## config.mk

```make
export PLATFORM = sky130hd
export DESIGN_NAME = pipeline_hazard_controller
export DESIGN_NICKNAME = d
export VERILOG_FILES = /design/src/rtl/pipeline_hazard_controller.sv
export SDC_FILE = /design/constraint.sdc
export NUM_CORES = 1
export LEC_CHECK = 0
export ABC_AREA = 1
export BUFFER_PORTS_ARGS = -buffer_cell sky130_fd_sc_hd__buf_2
export CAP_MARGIN = 30
export CORE_MARGIN = 3
export CORE_UTILIZATION = 56
export CTS_BUF_LIST = sky130_fd_sc_hd__clkbuf_4 sky130_fd_sc_hd__clkbuf_8 sky130_fd_sc_hd__clkbuf_16
export DETAILED_ROUTE_END_ITERATION = 7
export GPL_TIMING_DRIVEN = 0
export PLACE_DENSITY = 0.95
export SKIP_CTS_REPAIR_TIMING = 1
export SYNTH_ARGS = -nofsm -noshare
export SYNTH_HDL_FRONTEND = slang
export SYNTH_SLANG_ARGS = --single-unit
```

## constraint.sdc

```tcl
create_clock -name clk -period 3.35 [get_ports clk]
set_input_delay 0.1675 -clock clk [delete_from_list [all_inputs] [get_ports clk]]
set_output_delay 0.1675 -clock clk [all_outputs]
set_load 0.005 [all_outputs]
```

## src/rtl/pipeline_hazard_controller.sv

```systemverilog
// rtl/pipeline_hazard_controller.sv - hazard sequencing controller for the 5-stage ARM pipeline
//
// Purpose:
//   Drives the pipeline-register enables, the IF/ID flush and the cu_mux NOP
//   select. It resolves load-use stalls, taken-branch flushes and data-memory
//   busy freezes. It also produces the EX operand forwarding selects and the
//   saturating stall and flush performance counters.
//
// Ports:
//   clk, reset                  clock (rising edge), asynchronous active-high reset
//   id_rn/id_rm, *_used         source registers of the ID instruction and their use flags
//   branch_taken                taken B/BL resolved in ID
//   ex_rd/ex_reg_write/ex_load  destination, write enable and load flag of the EX instruction
//   mem_rd/mem_reg_write        destination and write enable of the MEM instruction
//   wb_rd/wb_reg_write          destination and write enable of the WB instruction
//   mem_busy                    data memory not ready, freeze the whole pipe
//   pc_enable, if_id_enable     front-end load enables
//   if_id_flush                 IF/ID loads a NOP at the next edge
//   cu_nop_select               zero the control signals going into ID/EX
//   back_enable                 enable for ID/EX, EX/MEM and MEM/WB
//   fwd_a, fwd_b                00 = register file, 01 = WB, 10 = MEM
//   stall_count, flush_count    saturating counts of stall and flush cycles

module pipeline_hazard_controller #(
    parameter int LOAD_STALL_CYCLES = 1,
    parameter int FLUSH_CYCLES      = 1,
    parameter int CNT_W             = 16
) (
    input  logic             clk,
    input  logic             reset,
    input  logic [3:0]       id_rn,
    input  logic [3:0]       id_rm,
    input  logic             id_rn_used,
    input  logic             id_rm_used,
    input  logic             branch_taken,
    input  logic [3:0]       ex_rd,
    input  logic             ex_reg_write,
    input  logic             ex_load,
    input  logic [3:0]       mem_rd,
    input  logic             mem_reg_write,
    input  logic [3:0]       wb_rd,
    input  logic             wb_reg_write,
    input  logic             mem_busy,
    output logic             pc_enable,
    output logic             if_id_enable,
    output logic             if_id_flush,
    output logic             cu_nop_select,
    output logic             back_enable,
    output logic [1:0]       fwd_a,
    output logic [1:0]       fwd_b,
    output logic [CNT_W-1:0] stall_count,
    output logic [CNT_W-1:0] flush_count
);

    typedef enum logic [1:0] {
        ST_RUN    = 2'd0,
        ST_LSTALL = 2'd1,
        ST_FLUSH  = 2'd2
    } state_t;

    // The cycle that detects the hazard is the first bubble or flush, so
    // the down-counter covers only the remaining cycles.
    localparam logic [2:0]       LSTALL_INIT = 3'(LOAD_STALL_CYCLES - 1);
    localparam logic [2:0]       FLUSH_INIT  = 3'(FLUSH_CYCLES - 1);
    localparam logic [CNT_W-1:0] CNT_ONE     = {{(CNT_W-1){1'b0}}, 1'b1};
    localparam logic [CNT_W-1:0] CNT_MAX     = {CNT_W{1'b1}};

    state_t           state_q, state_d;
    logic [2:0]       cnt_q, cnt_d;
    logic [CNT_W-1:0] stall_count_q, stall_count_d;
    logic [CNT_W-1:0] flush_count_q, flush_count_d;
    logic             luh;

    // A write to r15 never creates a dependency because the PC is not forwarded.
    always_comb begin
        luh = ex_load && ex_reg_write && (ex_rd != 4'hf) &&
              ((id_rn_used && (id_rn == ex_rd)) || (id_rm_used && (id_rm == ex_rd)));
    end

    always_comb begin
        state_d       = state_q;
        cnt_d         = cnt_q;
        pc_enable     = 1'b1;
        if_id_enable  = 1'b1;
        if_id_flush   = 1'b0;
        cu_nop_select = 1'b0;
        back_enable   = 1'b1;

        if (mem_busy) begin
            // Freeze everything. State and down-counter hold so the
            // interrupted stall or flush resumes where it left off.
            pc_enable    = 1'b0;
            if_id_enable = 1'b0;
            back_enable  = 1'b0;
        end else begin
            unique case (state_q)
                ST_RUN: begin
                    if (luh) begin
                        // ID holds, so a simultaneous branch is re-evaluated
                        // once the bubble has been inserted.
                        pc_enable     = 1'b0;
                        if_id_enable  = 1'b0;
                        cu_nop_select = 1'b1;
                        if (LOAD_STALL_CYCLES > 1) begin
                            state_d = ST_LSTALL;
                            cnt_d   = LSTALL_INIT;
                        end
                    end else if (branch_taken) begin
                        if_id_flush = 1'b1;
                        if (FLUSH_CYCLES > 1) begin
                            state_d = ST_FLUSH;
                            cnt_d   = FLUSH_INIT;
                        end
                    end
                end
                ST_LSTALL: begin
                    pc_enable     = 1'b0;
                    if_id_enable  = 1'b0;
                    cu_nop_select = 1'b1;
                    if (cnt_q <= 3'd1) begin
                        state_d = ST_RUN;
                        cnt_d   = 3'd0;
                    end else begin
                        cnt_d = cnt_q - 3'd1;
                    end
                end
                ST_FLUSH: begin
                    // ID holds a NOP here, so branch_taken is ignored.
                    if_id_flush = 1'b1;
                    if (cnt_q <= 3'd1) begin
                        state_d = ST_RUN;
                        cnt_d   = 3'd0;
                    end else begin
                        cnt_d = cnt_q - 3'd1;
                    end
                end
                default: begin
                    state_d = ST_RUN;
                    cnt_d   = 3'd0;
                end
            endcase
        end
    end

    // Busy cycles are excluded from the counters even though pc_enable is low.
    always_comb begin
        stall_count_d = stall_count_q;
        flush_count_d = flush_count_q;
        if (!mem_busy && !pc_enable && (stall_count_q != CNT_MAX)) begin
            stall_count_d = stall_count_q + CNT_ONE;
        end
        if (if_id_flush && (flush_count_q != CNT_MAX)) begin
            flush_count_d = flush_count_q + CNT_ONE;
        end
    end

    // Forwarding follows the live register numbers and is not frozen by mem_busy.
    always_comb begin
        fwd_a = 2'b00;
        if (mem_reg_write && (mem_rd == id_rn) && (mem_rd != 4'hf)) begin
            fwd_a = 2'b10;
        end else if (wb_reg_write && (wb_rd == id_rn) && (wb_rd != 4'hf)) begin
            fwd_a = 2'b01;
        end

        fwd_b = 2'b00;
        if (mem_reg_write && (mem_rd == id_rm) && (mem_rd != 4'hf)) begin
            fwd_b = 2'b10;
        end else if (wb_reg_write && (wb_rd == id_rm) && (wb_rd != 4'hf)) begin
            fwd_b = 2'b01;
        end
    end

    always_ff @(posedge clk or posedge reset) begin
        if (reset) begin
            state_q       <= ST_RUN;
            cnt_q         <= 3'd0;
            stall_count_q <= '0;
            flush_count_q <= '0;
        end else begin
            state_q       <= state_d;
            cnt_q         <= cnt_d;
            stall_count_q <= stall_count_d;
            flush_count_q <= flush_count_d;
        end
    end

    assign stall_count = stall_count_q;
    assign flush_count = flush_count_q;

endmodule
```

# After elaboration in Yosys (flattened, before gate mapping)
# Cells that the tools add are included.
# op_classes
addsub,3
n_eq_ne,14
n_reduce_logical,23
mux,19
n_lt_le_gt_ge,1
bitwise_logic,2
# ops
operator,count
16-bit by 1-bit adder with 16-bit output (second input constant),2
16-bit inequality test (second input constant),2
4-bit == test,6
1-bit logical AND,16
4-bit inequality test (second input constant),3
1-bit two-way mux,10
2-bit two-way mux,3
1-bit one-hot mux with 2 select lines,3
3-bit one-hot mux with 2 select lines,1
2-bit one-hot mux with 2 select lines,1
3-bit by 1-bit less-or-equal comparator with 1-bit output (second input constant),1
3-bit two-way mux,1
3-bit AND reduction,1
3-bit by 1-bit subtractor with 3-bit output (second input constant),1
2-bit by 1-bit == test with 1-bit output (second input constant),1
2-bit == test (second input constant),1
1-bit zero test,2
2-bit zero test,1
2-bit by 1-bit inequality test with 1-bit output (second input constant),1
1-bit NOT,2
2-bit AND reduction,1
2-bit OR reduction,1
1-bit logical OR,1
# totals
inputBits,30
ff_bits,37
elab_cells,66
output_inout_bits,41

# Logic depth before layout (Yosys ltp)
# depth
ltp_word,10
depth_mapped,12

# Worst setup path after synthesis
# OpenSTA, ideal clock, no wires.
# synth_timing
path_type,flip-flop to flip-flop
start,register stall_count_q[0] (netlist: stall_count[0])
end,register stall_count_q[8] (netlist: stall_count[8])
slack_ps,1750
path_stages_with_launch,11
t_required_ps,3234
synth_period_minus_slack_ps,1600
n_path_buf,1
arrival_time_ps,1484
path_cell_list,dfrtp_1 -> ha_1 -> nand3_2 -> nor2_4 -> nand2_2 -> nor2_4 -> nand3_2 -> nor2b_4 -> buf_6 -> nand2_1 -> nand2_1
# synth_via
elab_chain_cells,2
word_cells_on_any_way,3
cone_classes,add/sub: 1; eq/ne: 1; reduce/logical: 1
# synth_rtl
element,line,source
"start, declared",70,"logic [CNT_W-1:0] stall_count_q, stall_count_d;"
"start signal, assigned",183,stall_count_q <= stall_count_d;
branches (longest 2 deep; another with 16-bit by 1-bit adder with 16-bit output),n/a,
# Several ways; the timed one is not identified.
# A chain may end at the register's enable or synchronous reset.

# Worst setup path in the final report
# layout_timing
start,register stall_count_q[0] (netlist: stall_count[0])
end,register stall_count_q[1] (netlist: stall_count[1])
# Same word-level chain as after synthesis.

==> metrics.md <==
| Metric | Value |
|---|---|
| Outcome | finished clean |
| Hold slack final | 0.218 ns |
| Clock buffer depth | 2 |
| Yosys top cell area share | 0.333 |
| Initial DRC Count | 149 |
| Initial Util | 0.589 |
| Placement Cell Area | 0.00285 mm^2 |
| Drt wl/cell | 13.7 um |
| CP Launch Type | flip-flop |
| Syn nets | 364 |
| Max stage delay on crit path | 0.45 ns |
| Register area | 801 um^2 |
| Clock Tree Root | clkbuf_8 |
| I/O pin count | 71 |
| CTS Buf Count | 5 |
| Post-route setup TNS | 0 ns |
| Max Cap Violations | 0 |
| Vias in the first global route | 2,351 |
| Post-Synth Simple-Gate Area | 0.400 |
| Post-route ant nets | 0 |
| Post-route cell area | 0.00298 mm^2 |
| Critical-path cell list | ha_1 > nand3_2 > nor2_4 > nand2_2 > nor2_4 > nand3_2 > nor2b_4 > buf_6 > nand2_1 > nand2_1 |
| Vias | 2,544 |
| Post-synth top cells | nand2_1, dfrtp_1, inv_1 |
| Flops & latches, synth | 32 |
| Core area | 0.00409 mm^2 |
| Most common cell in the synthesized netlist | nand2_1 |
| DRC | 0 |
| Cell area power density | 357 mW/mm^2 |
| Syn Area/Cell | 7.25 um^2 |
| Critical path's slowest cell | dfrtp_1 |
| Unique masters post-synth | 32 |
| XOR/XNOR Fraction of Synth Area | 0.113 |
| Leak Pwr | 0.00160 uW |
| CP Data Arrival Time | 2.03 ns |
| Adder-cell area share of the yosys netlist | 0.0104 |
| N_diodes | 0 |
| TritonCTS clock tree | yes |
| Worst slew pin tran | 0.492 ns |
| RSZ-0062 raised after global routing | no |
| Die Footprint | 0.00512 mm^2 |
| Final nets | 443 |
| Tmin final | 1.85 ns |
| Gr busiest metal | met2 |
| Endpoints failing hold | 0 |
| CP required | 3.53 ns |
| Syn Std Cell Area | 0.00241 mm^2 |
| Sequential fraction of the synthesis area | 0.333 |
| Multiplexer area fraction after synthesis | 0 |
| Vias/cell | 5.51 |
| Ys Warns | 0 |
| Gate Count Post-Synth | 332 |
| Area Overhead vs Synth | 24.0% |
| Total Wirelength | 6.34 mm |
| FP Rows | 23 |
| Placer Congestion | 0.913 |
| Critical path class | flip-flop to flip-flop |
| Worst skew pair latency | 0.29 ns |
| CP endpoint kind | flip-flop |
| Predominant post-synthesis flop cell | dfrtp_1 |
| Ys async rst share | 1.00 |
| I/O Buffers | 70 |
| Largest net degree at the start of global routing | 25 |
| Fill cell count | 331 |
| Top cells by area, synth | dfrtp_1, nand2_1, xor2_1 |
| Yosys top cell by area | dfrtp_1 |
| Grt total ovfl | 0 |
| First-pass GRT wire length | 10.5 mm |
| Max IR drop VDD | 427 uV |
| Final HPWL DP | 4.80 mm |
| Worst-path clk slew | 0.07 ns |
| Htree depth | 2 |
| Grt met1 use | 0.306 |
| Initial antenna violation count | 0 |
| Maximum clock rate | 540 MHz |
| Slew Limit Fails | 0 |
| Multi-input logic area | 0.00141 mm^2 |
| Main combinational cell family by area after synthesis | simple AND/OR/NAND/NOR gates |
| GRT Total Usage | 0.253 |
| Die Span Y | 71.6 um |
| Setup-failing EPs final | 0 |
| Layout cells sized above 1 | 0.265 |
| Tcrit/Tclk final | 0.553 |
| Number of enable flip-flop cells after synthesis | 0 |
| Detailed Routing Iterations Pass 1 | 5 |
| Chip Width | 71.6 um |
| Critical Path Fanout Max | 10 |
| Compound-Gate Fraction of Synth Area | 0.0608 |
| Worst hold path class | input port to flip-flop |
| Clock sinks | 32 |
| Slew Limit Headroom | 0.668 |
| M2 GR Usage | 0.453 |
| Setup Skew | 0.00363 ns |
| M3 GR Usage | 0.0449 |
==> state kept, by name (all words and copies together) (netlist names) <==
name	cells
flush_count	16
stall_count	16
==> path summary, 6_finish.rpt <==
path                                 start              end  slack (ns)  cells after the start
hold / removal                    mem_busy  flush_count[11]        0.22                      4
min in group asynchronous            reset   stall_count[7]        0.44                      3
setup reg to reg            stall_count[0]   stall_count[1]        1.50                     10
max in group asynchronous            reset  flush_count[13]        2.43                      4
hold reg to reg            stall_count[15]  stall_count[15]        0.53                      2
setup / recovery            stall_count[0]   stall_count[1]        1.50                     10
==> power by group <==
group	total, uW	switching (uW)	internal [uW]
clock	414	152	263
combinational	197	107	90.0
sequential	454	41.2	413
total	1070	300	766
==> worst max-delay path: cells and delay by family, from the launching register on <==
family,cells,cell delay (ns)
buffers and inverters,1,0.14
AND/OR/NAND/NOR,8,0.91
flip-flops,1,0.45
adder cells (fa/ha/maj),1,0.24
==> metal layers <==
metal | share of wire | wire length, um
met4 | 0.0088 | 56
met1 | 0.41 | 2580
met3 | 0.064 | 403
met5 | 0 | 0
met2 | 0.52 | 3300
==> layout by cell type, fill, tap and decap left out, drive strengths merged, types with 2 or more instances in the layout <==
master,n
dfrtp,32
ha,2
o22ai,5
nand4,26
nor2,31
nor3,9
nand3,19
xnor2,13
clkbuf,9
o211ai,2
a221oi,2
xor2,18
o21ai,5
buf,78
inv,33
nand2,119
a21oi,3
==> final cells by class <==
type / instances / share of cell area
sequential: 32 / 0.268
multi-input combinational: 257 / 0.471
clock inverter: 1 / 0.0101
inverter: 34 / 0.0432
tap: 50 / 0.0210
buffer: 9 / 0.0243
timing repair buffer: 72 / 0.130
clock buffer: 7 / 0.0323
==> stage by stage <==
| step | total power (uW) | setup slack [ns] | instances | util |
|---|---|---|---|---|
| 6_report | 1070 | 1.50 | 462 | 0.730 |
| 5_1_grt | 1120 | 1.40 | 462 | 0.730 |
| 4_1_cts | 1070 | 1.51 | 461 | 0.728 |
| 3_5_place_dp | 656 | 1.54 | 453 | 0.697 |
| 3_3_place_gp | 643 | 1.60 | 452 | 0.690 |
| 2_1_floorplan | 568 | 1.75 | 332 | - |
==> logic make-up (layout without fill, tap and decap cells) <==
logic type / Yosys count / in the layout
compound gates: 19 / 19
buf+inv: 43 / 123
flops: 32 / 32
fa+ha+maj: 2 / 2
simple gates: 205 / 205
xor+xnor: 31 / 31
(Power assumes the default switching activity.)
